### config.mk
export PLATFORM = sky130hd
export DESIGN_NAME = alu_seq_ctrl
export DESIGN_NICKNAME = d
export VERILOG_FILES = /design/src/rtl/alu_seq_pkg.sv /design/src/rtl/alu_seq_ctrl_btn_debounce.sv /design/src/rtl/alu_seq_ctrl.sv
export SDC_FILE = /design/constraint.sdc
export NUM_CORES = 1
export LEC_CHECK = 0
export ABC_CLOCK_PERIOD_IN_PS = 6100
export BUFFER_PORTS_ARGS = -buffer_cell sky130_fd_sc_hd__buf_2
export CAP_MARGIN = 10
export CORE_ASPECT_RATIO = 1.2
export CORE_MARGIN = 2
export CORE_UTILIZATION = 53
export CTS_BUF_LIST = sky130_fd_sc_hd__clkbuf_8 sky130_fd_sc_hd__clkbuf_16
export DETAILED_ROUTE_END_ITERATION = 7
export GPL_TIMING_DRIVEN = 0
export MAX_ROUTING_LAYER = met4
export PLACE_DENSITY = 0.76
export SLEW_MARGIN = 0
export SYNTH_ARGS = -nofsm -noshare
export SYNTH_HDL_FRONTEND = slang
export SYNTH_SLANG_ARGS = --single-unit
export TNS_END_PERCENT = 30
### constraint.sdc
create_clock -name clk -period 6.1 [get_ports clk]
set_clock_uncertainty 0.15 [all_clocks]
set_input_delay 1.83 -clock clk [delete_from_list [all_inputs] [get_ports clk]]
set_output_delay 1.83 -clock clk [all_outputs]
set_load 0.05 [all_outputs]
### src/rtl/alu_seq_pkg.sv
// rtl/alu_seq_pkg.sv - shared types and constants for the ALU front-panel sequencer
package alu_seq_pkg;

    typedef enum logic {IDLE, RUN} state_t;

    localparam logic [2:0] OP_ADD = 3'd0;
    localparam logic [2:0] OP_SUB = 3'd1;
    localparam logic [2:0] OP_NOT = 3'd2;
    localparam logic [2:0] OP_AND = 3'd3;
    localparam logic [2:0] OP_OR  = 3'd4;
    localparam logic [2:0] OP_XOR = 3'd5;
    localparam logic [2:0] OP_LT  = 3'd6;
    localparam logic [2:0] OP_EQ  = 3'd7;

    localparam int BTN_LOAD = 0;
    localparam int BTN_INC  = 1;
    localparam int BTN_DEC  = 2;
    localparam int BTN_EXEC = 3;
    localparam int BTN_CLR  = 4;
    localparam int BTN_N    = 5;

    localparam int DISP_OPA_LSB = 28;
    localparam int DISP_OPB_LSB = 24;
    localparam int DISP_OP_LSB  = 20;
    localparam int DISP_FLG_LSB = 16;
    localparam int DISP_RES_LSB = 12;
    localparam int DISP_CNT_LSB = 0;

    function automatic logic [31:0] pack_disp(input logic [3:0] a, input logic [3:0] b,
                                              input logic [2:0] op, input logic [2:0] flg,
                                              input logic [3:0] res, input logic [11:0] cnt);
        return {a, b, 1'b0, op, 1'b0, flg, res, cnt};
    endfunction

endpackage

### src/rtl/alu_seq_ctrl_btn_debounce.sv
// rtl/alu_seq_ctrl_btn_debounce.sv - 2-flop synchronizer, stability debouncer and rising-edge pulse
module btn_debounce #(
    parameter int DEB_W   = 16,
    parameter int DEB_CNT = 50000
) (
    input  logic clk,
    input  logic rst,
    input  logic raw,
    output logic level,
    output logic rise
);
    localparam logic [DEB_W-1:0] DEB_LAST = DEB_W'(DEB_CNT - 1);

    logic [1:0]       r_sync;
    logic [DEB_W-1:0] r_cnt;
    logic             r_level;
    logic             r_rise;

    // r_cnt counts consecutive cycles where the synchronized input disagrees with r_level
    always_ff @(posedge clk or posedge rst) begin
        if (rst) begin
            r_sync  <= 2'b00;
            r_cnt   <= '0;
            r_level <= 1'b0;
            r_rise  <= 1'b0;
        end else begin
            r_sync <= {r_sync[0], raw};
            r_rise <= 1'b0;
            if (r_sync[1] == r_level) begin
                r_cnt <= '0;
            end else if (r_cnt == DEB_LAST) begin
                r_cnt   <= '0;
                r_level <= r_sync[1];
                r_rise  <= r_sync[1];
            end else begin
                r_cnt <= r_cnt + 1'b1;
            end
        end
    end

    assign level = r_level;
    assign rise  = r_rise;

endmodule

### src/rtl/alu_seq_ctrl.sv
// rtl/alu_seq_ctrl.sv - front-panel sequencer for the 4-bit ALU; optional macro ALU_CHAIN_EN chains results into operand A
module alu_seq_ctrl
    import alu_seq_pkg::*;
#(
    parameter int DEB_W   = 16,
    parameter int DEB_CNT = 50000,
    parameter int SETTLE  = 2
) (
    input  logic        clk,
    input  logic        rst,
    input  logic [4:0]  btn,
    input  logic [7:0]  sw,
    output logic [3:0]  alu_a,
    output logic [3:0]  alu_b,
    output logic [2:0]  alu_op,
    input  logic [3:0]  alu_out,
    input  logic        alu_zero,
    input  logic        alu_overflow,
    input  logic        alu_carry,
    output logic        busy,
    output logic        valid,
    output logic [31:0] disp_data
);
    localparam int SETTLE_W = (SETTLE > 1) ? $clog2(SETTLE) : 1;
    localparam logic [SETTLE_W-1:0] SETTLE_LOAD = SETTLE_W'(SETTLE - 1);

    logic [BTN_N-1:0] w_rise;
    logic [BTN_N-1:0] w_level_unused;

    for (genvar gi = 0; gi < BTN_N; gi++) begin : g_btn
        btn_debounce #(.DEB_W(DEB_W), .DEB_CNT(DEB_CNT)) u_deb (
            .clk   (clk),
            .rst   (rst),
            .raw   (btn[gi]),
            .level (w_level_unused[gi]),
            .rise  (w_rise[gi])
        );
    end

    logic [7:0]          r_sw_s1, r_sw_s2;
    state_t              r_state;
    logic [SETTLE_W-1:0] r_settle;
    logic [3:0]          r_op_a, r_op_b, r_res;
    logic [2:0]          r_op, r_flg;
    logic [11:0]         r_cnt;
    logic                r_busy, r_valid;

    always_ff @(posedge clk or posedge rst) begin
        if (rst) begin
            r_sw_s1 <= '0;
            r_sw_s2 <= '0;
        end else begin
            r_sw_s1 <= sw;
            r_sw_s2 <= r_sw_s1;
        end
    end

    // Soft clear outranks everything and keeps only the execution counter
    always_ff @(posedge clk or posedge rst) begin
        if (rst) begin
            r_state  <= IDLE;
            r_settle <= '0;
            r_op_a   <= '0;
            r_op_b   <= '0;
            r_op     <= OP_ADD;
            r_res    <= '0;
            r_flg    <= '0;
            r_cnt    <= '0;
            r_busy   <= 1'b0;
            r_valid  <= 1'b0;
        end else if (w_rise[BTN_CLR]) begin
            r_state  <= IDLE;
            r_settle <= '0;
            r_op_a   <= '0;
            r_op_b   <= '0;
            r_op     <= OP_ADD;
            r_res    <= '0;
            r_flg    <= '0;
            r_busy   <= 1'b0;
            r_valid  <= 1'b0;
        end else begin
            case (r_state)
                IDLE: begin
                    if (w_rise[BTN_LOAD]) begin
                        r_op_a  <= r_sw_s2[7:4];
                        r_op_b  <= r_sw_s2[3:0];
                        r_valid <= 1'b0;
                    end
                    if (w_rise[BTN_INC] ^ w_rise[BTN_DEC]) begin
                        r_op    <= w_rise[BTN_INC] ? r_op + 3'd1 : r_op - 3'd1;
                        r_valid <= 1'b0;
                    end
                    if (w_rise[BTN_EXEC]) begin
                        r_state  <= RUN;
                        r_settle <= SETTLE_LOAD;
                        r_busy   <= 1'b1;
                    end
                end
                RUN: begin
                    if (r_settle == '0) begin
                        r_res   <= alu_out;
                        r_flg   <= {alu_zero, alu_overflow, alu_carry};
                        r_cnt   <= r_cnt + 12'd1;
                        r_valid <= 1'b1;
                        r_busy  <= 1'b0;
                        r_state <= IDLE;
`ifdef ALU_CHAIN_EN
                        r_op_a  <= alu_out;
`else
                        r_op_a  <= r_op_a;
`endif
                    end else begin
                        r_settle <= r_settle - 1'b1;
                    end
                end
                default: r_state <= IDLE;
            endcase
        end
    end

    assign alu_a     = r_op_a;
    assign alu_b     = r_op_b;
    assign alu_op    = r_op;
    assign busy      = r_busy;
    assign valid     = r_valid;
    assign disp_data = pack_disp(r_op_a, r_op_b, r_op, r_flg, r_res, r_cnt);

endmodule

; Yosys cells after proc, flatten, opt, wreduce, memory -nomap -nowiden
; Index checks and enable logic that the tools add are counted.
[word_totals]
output_inout_bits = 45
word_cells = 133
register_bits = 150
[classes]
n_eq_ne = 16
mux = 52
n_addsub = 9
n_reduce_logical = 15
bitwise_logic = 9
[ops]
columns = operator, count
row1 = 16-bit 2-to-1 mux, 10
row2 = "16-bit by 1-bit adder with 16-bit output, second input constant", 5
row3 = "16-bit equality test, second input constant", 5
row4 = 4-bit 2-to-1 mux, 9
row5 = 1-bit 2-to-1 mux, 22
row6 = 2-bit AND reduction, 11
row7 = 3-bit 2-to-1 mux, 7
row8 = "12-bit by 1-bit adder with 12-bit output, second input constant", 1
row9 = 1-bit NOT, 8
row10 = 1-bit one-hot mux with 2 select lines, 4
row11 = "3-bit by 1-bit inequality test with 1-bit output, second input constant", 2
row12 = 2-bit nonzero test, 3
row13 = 1-bit equality test, 5
row14 = "2-bit by 1-bit inequality test with 1-bit output, second input constant", 2
row15 = "4-bit by 2-bit inequality test with 1-bit output, second input constant", 1
row16 = "3-bit by 1-bit adder with 3-bit output, second input constant", 1
row17 = "3-bit by 2-bit inequality test with 1-bit output, second input constant", 1
row18 = 3-bit AND reduction, 1
row19 = "3-bit by 1-bit subtractor with 3-bit output, second input constant", 1
row20 = "1-bit subtractor, second input constant", 1
row21 = 1-bit XOR, 1

; Logic depth before layout (Yosys ltp)
[depth]
word_depth = 5
depth_mapped = 6

; Hierarchy
; Synthesis repeated with hierarchy kept, for this count alone.
[unflattened]
cells_unflattened = 643
hier_area_um2 = 6940.4
[by_module_without_submodules]
columns = module, cells_per_inst, n_inst, area_each_um2
row1 = btn_debounce, 92, 5, 972.2
row2 = alu_seq_ctrl, 183, 1, 2079.5

; Least setup slack after synthesis
; OpenSTA, ideal clock, no wires.
[synth_timing]
kind = reg2out
from = reg r_op[0] (netlist: alu_op[0])
to = out disp_data[20]
stages_incl_launch_ff = 2
slack_ns = 3.183
arrival_time_ns = 0.937
path_cell_list = dfrtp_1 buf_4
[synth_lines]
columns = element, line
row1 = start: declaration, alu_seq_ctrl.sv:44  ; logic [2:0] r_op, r_flg;
row2 = start signal: assignment, alu_seq_ctrl.sv:90  ; r_op <= w_rise[BTN_INC] ? r_op + 3'd1 : r_op - 3'd1;
row3 = end: declaration, alu_seq_ctrl.sv:22  ; output logic [31:0] disp_data
; No word-level cell between the ends.

; Worst setup path after layout
[layout_timing]
from = reg r_op[1] (netlist: alu_op[1])
to = out disp_data[21]
; No word-level cell between the ends.

==> run summary <==
post-synthesis compound-gate area fraction = 0.0263
largest family of logic cells by synthesized area = simple AND/OR/NAND/NOR gates
status = finished, final reports clean
Setup WS pre-CTS = 3210 ps
Avg Cell Area, Syn = 10.9 µm²
Period Utilization, post-route = 0.521
Simple-Gate Fraction of Synth Area = 0.206
dpl hpwl = 8160 µm
fmax = 315 MHz
Final WS setup = 2920 ps
Chip Height = 125 µm
post-synthesis mux area share = 0.0232
critical path data arrival time = 1200 ps
post-CTS repair timing setup buffer count = 0
Hold Path Class = reg2reg
share of layout cells above drive strength 1 = 0.195
Post-Route WL = 12,000 µm
Max Cap Viol = 0
Yosys warnings = 0
GRT Total Usage = 0.206
I/O Buffers = 64
I/O pins = 67
cell internal pwr = 1.69 mW
async set-or-reset flop fraction in the synthesized netlist = 1.00
Clock Path Buffers = 2
post-synth cell types = 41
XOR/XNOR share of the synthesized area = 0.120
RSZ-0062 raised after global routing = no
Hold Violations, Final = 0
peak supply drop = 0.153 mV
Switch Pwr = 0.466 mW
Slew Viols, Final = 0
Post-synth EDFFs = 0
Num CTS Buffers = 17
Core Region = 0.0121 mm²
largest net degree at the start of global routing = 103
Cell Pwr Density = 280 mW/mm²
clk_lat worst skew = 420 ps
standard-cell rows = 44
placed inst area = 0.00707 mm²
cells after synthesis = 596
# setup viols final = 0
die area = 0.0132 mm²
Leakage Power = 3.51 nW
post-synth top area share = 0.576
main area contributors after synthesis = dfrtp_1 58%, xnor2_1 9.9%, nor2_1 6.5%, nand3_1 2.4%, nor4_1 2.3%
1st-iter DRT viols = 252
Clk pin slew, worst setup/hold paths = 60 ps
Final min period = 3180 ps
htree depth = 4
GRT Residual Overflow = 0
Via density = 5.32
sw frac = 0.216
Initial Util = 0.540
DR WL/cell = 14.1 µm
combinational share of power = 0.027
number of global-route vias before repair = 4,634
Synth Flop Type = dfrtp_1
most frequent cells in the layout = 150 x dfrtp_1, 113 x nor2_1, 74 x xnor2_1
# fillers = 929
cts repair resizes = 0
post-synth top area cell = dfrtp_1
CP Cell Sequence = buf_4 -> buf_2
clk root buf = clkbuf_16
most common cell after layout, fill and taps aside = dfrtp_1
first-pass GRT wire length = 21,300 µm
Worst Path Max Fanout = 4
post-route ant nets = 0
CP required = 4120 ps
Seq pwr share = 0.475
via count = 4,549
Post-Synth Adder-Cell Area = 0.0146
first drt pass iteration count = 4
Area growth syn-to-layout = 18.0%
final weighted congestion in routability-driven placement = 0.857
TritonCTS clock tree = yes
slew margin rel. = 0.465
crit-path max cell delay = 410 ps
Die Width = 105 µm
CP Launch Type = flop
ANT cells = 0
#FFs+latches synth = 150
critical path class = reg2out
initial antenna violation count = 0
Clock power frac = 0.498
synthesized area = 0.00652 mm²
register area share after synthesis = 0.576
worst-margin pin slew = 802 ps
cts hold-fix bufs = 0
Residual DRC = 0
fin area = 0.00769 mm²
Critical Path End Type = output port
nets = 710
Clock Sinks = 150
Slowest-stage cell, CP = dfrtp_1
## kinds of logic (layout without fill, tap and decap cells)
logic type | count (synthesis) | count (layout)
other | 1 | 2
AOI/OAI and AO/OA | 18 | 18
buffers and inverters | 43 | 140
DFF | 150 | 150
and+or+nand+nor | 274 | 274
muxes | 14 | 14
xor gates and xnor gates | 89 | 89
adders and majority gates | 7 | 7
## power by group through the flow
stage,Combinational (mW),Sequential [mW],Clock [mW]
global route,0.0686,1.03,1.14
CTS,0.0606,1.02,1.09
finish,0.0583,1.02,1.07
floorplan,0.0401,1.04,0
global placement,0.0551,1.04,0
detailed placement,0.0596,1.04,0
## metal layers
layer / routed length [µm] / global-route usage / up-vias / part of all wire
li1: - / - / 2170 / -
met2: 5870 / 0.322 / 116 / 0.49
met5: 0 / - / - / 0
met4: 326 / 0.0918 / 0 / 0.027
met1: 5330 / 0.252 / 2232 / 0.44
met3: 513 / 0.0553 / 31 / 0.043
## flip-flops by register name (all words and copies together) (netlist names), 3 cells and up
signal              count
alu_op                  3
g_btn.u_deb.level       5
r_cnt                  12
r_res                   4
r_sw_s1                 8
alu_a                   4
g_btn.u_deb.rise        5
alu_b                   4
r_flg                   3
r_sw_s2                 8
g_btn.u_deb.r_sync     10
g_btn.u_deb.r_cnt      80
## path summary, 6_finish.rpt
path,startpoint,to,cells after the start,slack (ps)
min in group asynchronous,rst,g_btn[2].u_deb.r_sync[0],2,1290
worst max-delay path,alu_op[1],disp_data[21],2,2920
worst min register to register,r_sw_s1[1],r_sw_s2[1],0,200
max in group asynchronous,rst,g_btn[1].u_deb.r_cnt[13],3,3680
worst min-delay path,r_sw_s1[1],r_sw_s2[1],0,200
worst max register to register,g_btn[3].u_deb.r_cnt[0],g_btn[3].u_deb.r_cnt[14],5,3850
## layout make-up
type,instances,area [µm²],area share
buffer,22,141,0.0184
tap,161,201,0.0262
clock inverter,14,175,0.0228
sequential,150,3750,0.488
multi-input combinational,404,2550,0.331
clock buffer,18,439,0.0571
timing repair buffer,65,348,0.0452
inverter,21,83.8,0.0109
## cell usage after synthesis (2+ instances only)
cell type / n
nor2b_1: 3
nand2_1: 36
nand4_1: 19
nand3b_1: 4
xor2_1: 15
dfrtp_1: 150
xnor2_1: 74
mux2_1: 3
nand3_1: 31
o41ai_4: 2
nand2b_1: 2
nor3_1: 19
nor4_1: 24
a21oi_1: 11
and3_1: 5
nor3b_1: 4
ha_1: 6
mux2i_1: 8
nor2_1: 113
o41ai_2: 3
mux2_2: 2
buf_2: 5
buf_4: 14
or4_4: 4
inv_1: 21
clkbuf_1: 3
## worst max-delay path, delay by kind of cell (launching register included)
kind	cells	cell delay, ps
buffers and inverters	2	370
DFF	1	410
## metrics by stage
step           total power [mW]  utilization  cells  hold slack (ps)  setup TNS (ps)
6_report                   2.15        0.638    855              197               0
5_1_grt                    2.23        0.638    855              206               0
4_1_cts                    2.18        0.638    855              198               0
3_5_place_dp               1.10        0.587    823              185               0
3_3_place_gp               1.10        0.584    822              184         -195630
2_1_floorplan              1.08            -    597              181               0
Power figures use the tool's default switching activity.
